$ cat src/rtl/mult_seq_param.sv
// Sequential shift-add multiplier with WIDTH-bit operands and a 2*WIDTH-bit
// product. Signed operands are converted to magnitudes when the operation is
// accepted, multiplied as unsigned values, and the sign is applied when the
// result is written.
//
// Handshake: start (with signed_mode, a and b) is sampled only on an edge
// where busy=0. It is ignored while busy=1. done pulses for exactly one cycle.
// product is valid from the done cycle and is held until the next done.
module mult_seq_param #(
  parameter int WIDTH      = 8,
  parameter bit EARLY_EXIT = 1'b0
) (
  input  logic                 clk,
  input  logic                 rst_n,
  input  logic                 start,
  input  logic                 signed_mode,
  input  logic [WIDTH-1:0]     a,
  input  logic [WIDTH-1:0]     b,
  output logic                 busy,
  output logic                 done,
  output logic [2*WIDTH-1:0]   product
);

  localparam int PW = 2 * WIDTH;
  localparam int IW = $clog2(WIDTH + 1);

  typedef enum logic [1:0] {
    IDLE   = 2'd0,
    RUN    = 2'd1,
    FINISH = 2'd2
  } state_t;

  state_t          state;
  state_t          state_next;
  logic [PW-1:0]   mcand;
  logic [PW-1:0]   acc;
  logic [WIDTH-1:0] mplier;
  logic [IW-1:0]   iter;
  logic            neg;

  logic [WIDTH-1:0] a_mag;
  logic [WIDTH-1:0] b_mag;
  logic [WIDTH-1:0] mplier_next;
  logic [IW-1:0]    iter_next;
  logic             last_iter;

  // Operand magnitudes. The most negative value maps onto 2^(WIDTH-1), which
  // is still representable as an unsigned WIDTH-bit number.
  always_comb begin
    a_mag = a;
    b_mag = b;
    if (signed_mode && a[WIDTH-1]) a_mag = ~a + 1'b1;
    if (signed_mode && b[WIDTH-1]) b_mag = ~b + 1'b1;
  end

  // Loop exit is judged on the values this RUN edge writes, so an early exit
  // still executes at least one iteration.
  always_comb begin
    mplier_next = mplier >> 1;
    iter_next   = iter + 1'b1;
    last_iter   = (iter_next == IW'(WIDTH)) ||
                  (EARLY_EXIT && (mplier_next == '0));
  end

  // Next-state logic.
  always_comb begin
    state_next = state;
    case (state)
      IDLE:    if (start) state_next = RUN;
      RUN:     if (last_iter) state_next = FINISH;
      FINISH:  state_next = IDLE;
      default: state_next = IDLE;
    endcase
  end

  // State register.
  always_ff @(posedge clk or negedge rst_n) begin
    if (!rst_n) state <= IDLE;
    else        state <= state_next;
  end

  assign busy = (state != IDLE);

  // Datapath: accept operands, shift-add iterations, sign fix-up and done pulse.
  always_ff @(posedge clk or negedge rst_n) begin
    if (!rst_n) begin
      mcand   <= '0;
      mplier  <= '0;
      acc     <= '0;
      iter    <= '0;
      neg     <= 1'b0;
      done    <= 1'b0;
      product <= '0;
    end else begin
      done <= 1'b0;
      case (state)
        IDLE: begin
          if (start) begin
            mcand  <= {{WIDTH{1'b0}}, a_mag};
            mplier <= b_mag;
            acc    <= '0;
            iter   <= '0;
            neg    <= signed_mode & (a[WIDTH-1] ^ b[WIDTH-1]);
          end
        end
        RUN: begin
          if (mplier[0]) acc <= acc + mcand;
          mcand  <= mcand << 1;
          mplier <= mplier_next;
          iter   <= iter_next;
        end
        FINISH: begin
          product <= neg ? (~acc + 1'b1) : acc;
          done    <= 1'b1;
        end
        default: ;
      endcase
    end
  end

endmodule
$ cat config.mk
export PLATFORM = sky130hd
export DESIGN_NAME = mult_seq_param
export DESIGN_NICKNAME = d
export VERILOG_FILES = /design/src/rtl/mult_seq_param.sv
export SDC_FILE = /design/constraint.sdc
export NUM_CORES = 1
export LEC_CHECK = 0
export ABC_AREA = 1
export ABC_CLOCK_PERIOD_IN_PS = 3600
export BUFFER_PORTS_ARGS = -buffer_cell sky130_fd_sc_hd__buf_2
export CORE_ASPECT_RATIO = 0.5
export CORE_MARGIN = 2
export CORE_UTILIZATION = 64
export DETAILED_ROUTE_END_ITERATION = 16
export PLACE_DENSITY = 0.89
export SYNTH_ARGS = -nofsm -noshare
export SYNTH_HDL_FRONTEND = slang
export SYNTH_SLANG_ARGS = --single-unit
$ cat constraint.sdc
create_clock -name clk -period 3.6 [get_ports clk]
set_clock_uncertainty 0.2 [all_clocks]
set_input_delay 0.36 -clock clk [delete_from_list [all_inputs] [get_ports clk]]
set_output_delay 0.36 -clock clk [all_outputs]
set_load 0.03 [all_outputs]
== Word-level counts from Yosys, hierarchy flattened ==
Index checks and enable logic that the tools add are counted.
Storage, ports and cells
  flip-flop bits (word level): 64
  output and inout bits: 18
  logic and storage cells: 49
Operators by class
  add/subtract/negate cells: 5
  equal/unequal tests: 6
  mux-type cells: 16
  bitwise logic cells: 5
  reductions and logical operators: 9
Operators with widths (count)
  16-bit 2-to-1 mux: 4
  16-bit one-hot mux with 2 select lines: 2
  8-bit 2-to-1 mux: 3
  16-bit by 1-bit adder with 16-bit output, second input constant: 1
  16-bit adder: 1
  8-bit by 1-bit adder with 8-bit output, second input constant: 2
  16-bit inverter: 1
  8-bit inverter: 2
  8-bit one-hot mux with 2 select lines: 1
  4-bit one-hot mux with 2 select lines: 1
  2-bit != test, second input constant: 3
  2-bit AND reduction: 3
  4-bit by 1-bit adder with 4-bit output, second input constant: 1
  4-bit equality test, second input constant: 1
  2-bit 2-to-1 mux: 2
  4-bit 2-to-1 mux: 1
  2-bit one-hot mux with 2 select lines: 1
  2-bit nonzero test: 2
  3-bit AND reduction: 1
  2-bit by 1-bit equality test with 1-bit output, second input constant: 1
  2-bit equality test, second input constant: 1
  1-bit logical AND: 2
  2-bit logical NOT: 1
  1-bit AND: 1
  2 further kinds: 2

== Depth between registers and ports, before layout ==
  depth in word-level cells: 5
  depth in mapped cells: 12

== Worst setup path after synthesis ==
OpenSTA, ideal clock, no wires.
  path type: flip-flop to flip-flop
  from: reg mcand[0]
  to: reg acc[12]
  library setup time: 0.117 ns
  data arrival time: 1.439 ns
  path slack: 1.843 ns
  stages on the path, launching flop included: 12
  path buffers: 0
  clock period less this slack: 1.757 ns
  path through: dfrtp_1 > ha_1 > inv_1 > fa_1 > inv_1 > nand3_1 > nand3_1 > nand3_1 > nand3_1 > nand2_1 > nand3_1 > nand2_1
Between the ends
  cells in the longest elaborated chain, start to end: 3
RTL lines
  start: declaration: RTL line 35  | logic [PW-1:0] mcand;
  start signal: assignment: RTL line 99  | mcand <= {{WIDTH{1'b0}}, a_mag};
  start signal: assignment: RTL line 108  | mcand <= mcand << 1;
  16-bit adder: RTL line 107  | if (mplier[0]) acc <= acc + mcand;
  16-bit 2-to-1 mux: RTL line 107
  16-bit one-hot mux with 2 select lines: RTL line 96  | case (state)
  end signal: assignment: RTL line 107
  end: declaration: RTL line 36  | logic [PW-1:0] acc;
No other way between the ends. The select of a mux whose other input is x is not followed.
A chain may end at the register's enable or synchronous reset.

== Worst setup path after layout ==
  from: reg mcand[0]
  to: reg acc[14]
The elaborated chain is that of the path after synthesis.

==> impl_results.html <==
<table>
<tr><th>Metric</th><th>Value</th></tr>
<tr><th colspan="2">Synthesis</th></tr>
<tr><td>Largest cells by area after synthesis</td><td>sky130_fd_sc_hd__dfrtp_1, sky130_fd_sc_hd__nand2_1, sky130_fd_sc_hd__inv_1, sky130_fd_sc_hd__ha_1, sky130_fd_sc_hd__nand3_1</td></tr>
<tr><td>Main synth FF type</td><td>sky130_fd_sc_hd__dfrtp_1</td></tr>
<tr><td>Net Count, Synth</td><td>596</td></tr>
<tr><td>Sequential element share of the synthesized area</td><td>0.399</td></tr>
<tr><td>Syn Inst Count</td><td>556</td></tr>
<tr><td>Post-synthesis instance area</td><td>4020 sq um</td></tr>
<tr><td>Count of synthesis-stage warnings from yosys</td><td>0</td></tr>
<tr><td>Async set-or-reset flop fraction in the synthesized netlist</td><td>1.00</td></tr>
<tr><td>Cell type with the highest aggregate area in the netlist</td><td>sky130_fd_sc_hd__dfrtp_1</td></tr>
<tr><td>Post-synthesis sequential element count</td><td>64</td></tr>
<tr><td>Number of library cell types mapped by synthesis</td><td>32</td></tr>
<tr><td>Top-area cell type share of the netlist area</td><td>0.399</td></tr>
<tr><td>Average size of a mapped cell</td><td>7.23 sq um</td></tr>
<tr><td>Number of enable flip-flop cells after synthesis</td><td>0</td></tr>
<tr><th colspan="2">Power</th></tr>
<tr><td>Leakage component of the power</td><td>0.00250 uW</td></tr>
<tr><td>Total chip power</td><td>4340 uW</td></tr>
<tr><td>Total power density per cell area</td><td>938 nW/um^2</td></tr>
<tr><td>Maximum resistive drop on vdd</td><td>0.000469 V</td></tr>
<tr><th colspan="2">Setup path</th></tr>
<tr><td>Crit path arrival time</td><td>between 2 and 2.5 ns</td></tr>
<tr><td>Cell with the biggest individual delay on the critical path</td><td>sky130_fd_sc_hd__fa_1</td></tr>
<tr><td>Crit path capture</td><td>acc[14]$_DFFE_PN0P_</td></tr>
<tr><td>Kind of start point of the critical path</td><td>flip-flop</td></tr>
<tr><td>Worst-path cell chain</td><td>ha_1 -&gt; inv_1 -&gt; fa_1 -&gt; inv_1 -&gt; nand2_1 -&gt; nand3_1 -&gt; nand2_1 -&gt; nand2_1 -&gt; nand2_1 -&gt; nand3_1 -&gt; nand2_1</td></tr>
<tr><td>Length in cells of the worst reg-to-reg path</td><td>11</td></tr>
<tr><td>Setup slack of the most critical reg-to-reg path</td><td>around 1.6 ns</td></tr>
<tr><td>Critical Setup Path Class</td><td>flip-flop to flip-flop</td></tr>
<tr><td>CP Launch Point</td><td>mcand[0]$_DFFE_PN0P_</td></tr>
<tr><td>Cell with the most instances on the worst path</td><td>sky130_fd_sc_hd__nand2_1</td></tr>
<tr><td>Stages on worst setup path</td><td>11</td></tr>
<tr><td>Count of buffer and inverter cells on the critical path</td><td>2</td></tr>
<tr><td>Type of destination of the critical path</td><td>flip-flop</td></tr>
<tr><td>Gate family responsible for the most delay along the worst path</td><td>simple AND/OR/NAND/NOR gates</td></tr>
<tr><td>Max incr delay on CP</td><td>around 0.36 ns</td></tr>
<tr><td>CP max FO</td><td>4</td></tr>
<tr><td>Required @ worst endpoint</td><td>3.62 ns</td></tr>
<tr><td>RR Startpoint</td><td>mcand[0]$_DFFE_PN0P_</td></tr>
<tr><td>Endpoint of the worst register-to-register path</td><td>acc[14]$_DFFE_PN0P_</td></tr>
<tr><th colspan="2">Clock network</th></tr>
<tr><td>Clock-pin slew on the worst setup and hold paths</td><td>approximately 0.06 ns</td></tr>
<tr><td># H-tree levels</td><td>3</td></tr>
<tr><td>Number of sinks on the clock net</td><td>between 60 and 70</td></tr>
<tr><td>CTS root buffer</td><td>sky130_fd_sc_hd__clkbuf_16</td></tr>
<tr><td>Clock tree from TritonCTS</td><td>done</td></tr>
<tr><td>Total clock buffers created by CTS</td><td>9</td></tr>
<tr><td>Post_cts resized</td><td>0</td></tr>
<tr><td>Clock latency of the later-clocked register in the worst-skew pair</td><td>0.33 ns</td></tr>
<tr><td>Bufs on Longest Clock Path</td><td>2</td></tr>
<tr><th colspan="2">Placed design</th></tr>
<tr><td>Sum of net half-perimeters after detailed placement</td><td>6.76 mm</td></tr>
<tr><td>RD Place Congestion</td><td>0.940</td></tr>
<tr><td>Post-placement worst setup slack</td><td>1.64 ns</td></tr>
<tr><td>Cell Area, Placed</td><td>4270 sq um</td></tr>
<tr><td>Count of input and output buffers</td><td>37</td></tr>
<tr><th colspan="2">Routing</th></tr>
<tr><td>DR vias</td><td>3746</td></tr>
<tr><td>DRC</td><td>0</td></tr>
<tr><td>Vias per std cell</td><td>5.44</td></tr>
<tr><td>Average detailed-routed wire length per instance</td><td>about 14 um</td></tr>
<tr><td>Count of nets left with antenna violations after detail routing</td><td>0</td></tr>
<tr><td>Number of detailed-route iterations in the first pass</td><td>5</td></tr>
<tr><td>Post-Route WL</td><td>9.36 mm</td></tr>
<tr><td>Initial DRC Count</td><td>about 260</td></tr>
<tr><th colspan="2">STA</th></tr>
<tr><td>Final Max Slew Viols</td><td>0</td></tr>
<tr><td>Unrepaired setup endpoints after global routing</td><td>false</td></tr>
<tr><td>Achievable clock frequency</td><td>504 MHz</td></tr>
<tr><td>Setup TNS after final layout</td><td>0 ns</td></tr>
<tr><td>Setup violation total in the final timing report</td><td>0</td></tr>
<tr><td>Actual slew at the worst max-slew pin</td><td>0.696 ns</td></tr>
<tr><td>Final cycle utilization of the critical path</td><td>0.551</td></tr>
<tr><td>Final hold vios</td><td>0</td></tr>
<tr><td>Worst path setup slack after routing</td><td>around 1.6 ns</td></tr>
<tr><td>Remaining max-slew budget at the tightest pin</td><td>0.536</td></tr>
<tr><td>Time the final worst path needs with I/O delays and setup</td><td>1.98 ns</td></tr>
<tr><th colspan="2">GRT</th></tr>
<tr><td>GRT Resource Usage Total</td><td>0.297</td></tr>
<tr><td>Antenna violations before repair</td><td>0</td></tr>
<tr><td>Vias in the first global route</td><td>3412</td></tr>
<tr><td>Pin count of the biggest net entering global routing</td><td>32</td></tr>
<tr><td>Global-route wire length before repair</td><td>roughly 16 mm</td></tr>
<tr><td>GRT overflow</td><td>0</td></tr>
<tr><th colspan="2">Worst hold path</th></tr>
<tr><td>Path category of the worst min-delay check</td><td>primary input to flip-flop</td></tr>
<tr><th colspan="2">Floorplanning</th></tr>
<tr><td>Core footprint</td><td>6060 sq um</td></tr>
<tr><td>Effective utilization at floorplan</td><td>0.663</td></tr>
<tr><td>Die height</td><td>approximately 60 um</td></tr>
<tr><td># rows</td><td>20</td></tr>
<tr><td>Chip width</td><td>116 um</td></tr>
<tr><td># IOs</td><td>38</td></tr>
<tr><td>Area enclosed by the die boundary</td><td>6970 sq um</td></tr>
<tr><th colspan="2">Final layout</th></tr>
<tr><td># diodes</td><td>0</td></tr>
<tr><td>Final standard cell area without fillers</td><td>4630 sq um</td></tr>
<tr><td>Area Growth Syn to Fin</td><td>15.2%</td></tr>
<tr><td>Number of fill cells</td><td>455</td></tr>
<tr><td>NumNets Final</td><td>roughly 640</td></tr>
<tr><td>Fraction of layout instances using a drive strength above 1</td><td>0.123</td></tr>
<tr><td>Fraction of the core area covered by cells at the end of the flow</td><td>0.764</td></tr>
<tr><th colspan="2">Status</th></tr>
<tr><td>Run status</td><td>finished clean</td></tr>
<tr><th colspan="2">Run</th></tr>
<tr><td>Max cap viols</td><td>0</td></tr>
</table>
stage by stage:
| step | hold slack (ns) | instances |
|---|---|---|
| after floorplan | -0.136 | 556 |
| after global placement | 0.222 | 672 |
| after detailed placement | 0.237 | 672 |
| after CTS | 0.0959 | 689 |
| after global routing | 0.119 | 689 |
| final | 0.0962 | 689 |
logic make-up (layout without fill, tap and decap cells):
group,Yosys count,after routing,share of synthesized area
AND/OR/NAND/NOR,274,274,0.289
AO/OA/AOI/OAI,88,88,0.126
flip-flops,64,64,0.399
XOR/XNOR,13,13,0.0283
adder cells (fa/ha/maj),20,20,0.0642
buffers and inverters,97,142,0.0944
registers in the layout, summed over array words and instances (netlist names):
signal,count
acc,16
mcand,16
product,16
mplier,8
iter,4
state,2
done,1
neg,1
layout by cell type (no fill, tap or decap), types with 10 or more instances in the layout:
| master | count |
|---|---|
| sky130_fd_sc_hd__o21ai_0 | 15 |
| sky130_fd_sc_hd__buf_2 | 37 |
| sky130_fd_sc_hd__o21ai_1 | 24 |
| sky130_fd_sc_hd__a21oi_1 | 18 |
| sky130_fd_sc_hd__inv_1 | 75 |
| sky130_fd_sc_hd__inv_2 | 11 |
| sky130_fd_sc_hd__nand3_1 | 45 |
| sky130_fd_sc_hd__ha_1 | 19 |
| sky130_fd_sc_hd__a22oi_1 | 12 |
| sky130_fd_sc_hd__nor2_1 | 33 |
| sky130_fd_sc_hd__xor2_1 | 12 |
| sky130_fd_sc_hd__o22ai_1 | 10 |
| sky130_fd_sc_hd__nand2_1 | 169 |
| sky130_fd_sc_hd__dfrtp_1 | 64 |
metal layers:
| layer | wire (um) | GRT usage |
|---|---|---|
| met1 | 4420 | 0.398 |
| met2 | 4220 | 0.492 |
| met3 | 636 | 0.0639 |
| met4 | 76 | 0.0969 |
| met5 | 0 | 0 |
power breakdown:
| group | internal, uW | leakage [uW] | switching, uW | total (uW) |
|---|---|---|---|---|
| Sequential | 1010 | 0.000808 | 276 | 1290 |
| Combinational | 699 | 0.00152 | 1350 | 2050 |
| Clock | 676 | 0.000166 | 324 | 1000 |
area by class of cell:
cell class | instances | area [sq um] | area share
Inverter | 86 | 323 | 0.0698
Clock inverter | 7 | 120 | 0.0260
Multi-Input combinational cell | 395 | 2040 | 0.440
Clock buffer | 9 | 225 | 0.0487
Sequential cell | 64 | 1600 | 0.346
Tap cell | 88 | 110 | 0.0238
Timing Repair Buffer | 40 | 210 | 0.0454
how the worst min path moves through the flow:
stage	startpoint	depth (start not counted)	end	slack [ns]
global placement	rst_n	1	mcand[1]$_DFFE_PN0P_	0.22
detailed placement	rst_n	1	neg$_DFFE_PN0P_	0.24
global route	b[7]	3	mplier[7]$_DFFE_PN0P_	0.12
finish	b[7]	3	mplier[7]$_DFFE_PN0P_	0.1
CTS	b[7]	3	mplier[7]$_DFFE_PN0P_	0.1
floorplan	rst_n	0	acc[0]$_DFFE_PN0P_	-0.14
timing repair:
item,CTS,global route
hold buffers,1,0
setup buffers,0,0
hold endpoints to repair,29,0
worst min-delay path, delay by kind of cell:
kind,cells,cell delay (ns)
and+or+nand+nor,2,0.13
buffers and inverters,1,0.10
Yosys cell counts, types with 3 or more instances:
library cell and count:
sky130_fd_sc_hd__nand4_1 6, sky130_fd_sc_hd__clkbuf_1 4, sky130_fd_sc_hd__nand2_2 3, sky130_fd_sc_hd__xor2_1 12, sky130_fd_sc_hd__inv_1 75, sky130_fd_sc_hd__a31oi_1 3
sky130_fd_sc_hd__nand3b_1 4, sky130_fd_sc_hd__nand2_1 169, sky130_fd_sc_hd__o21ai_0 15, sky130_fd_sc_hd__nand3_1 45, sky130_fd_sc_hd__o21ai_1 24, sky130_fd_sc_hd__nor2_1 33
sky130_fd_sc_hd__o22ai_1 10, sky130_fd_sc_hd__buf_2 6, sky130_fd_sc_hd__nor3_1 6, sky130_fd_sc_hd__inv_2 11, sky130_fd_sc_hd__a22oi_1 12, sky130_fd_sc_hd__a21oi_1 18
sky130_fd_sc_hd__ha_1 19, sky130_fd_sc_hd__dfrtp_1 64
Note: power is estimated with default switching activity, not from simulation.
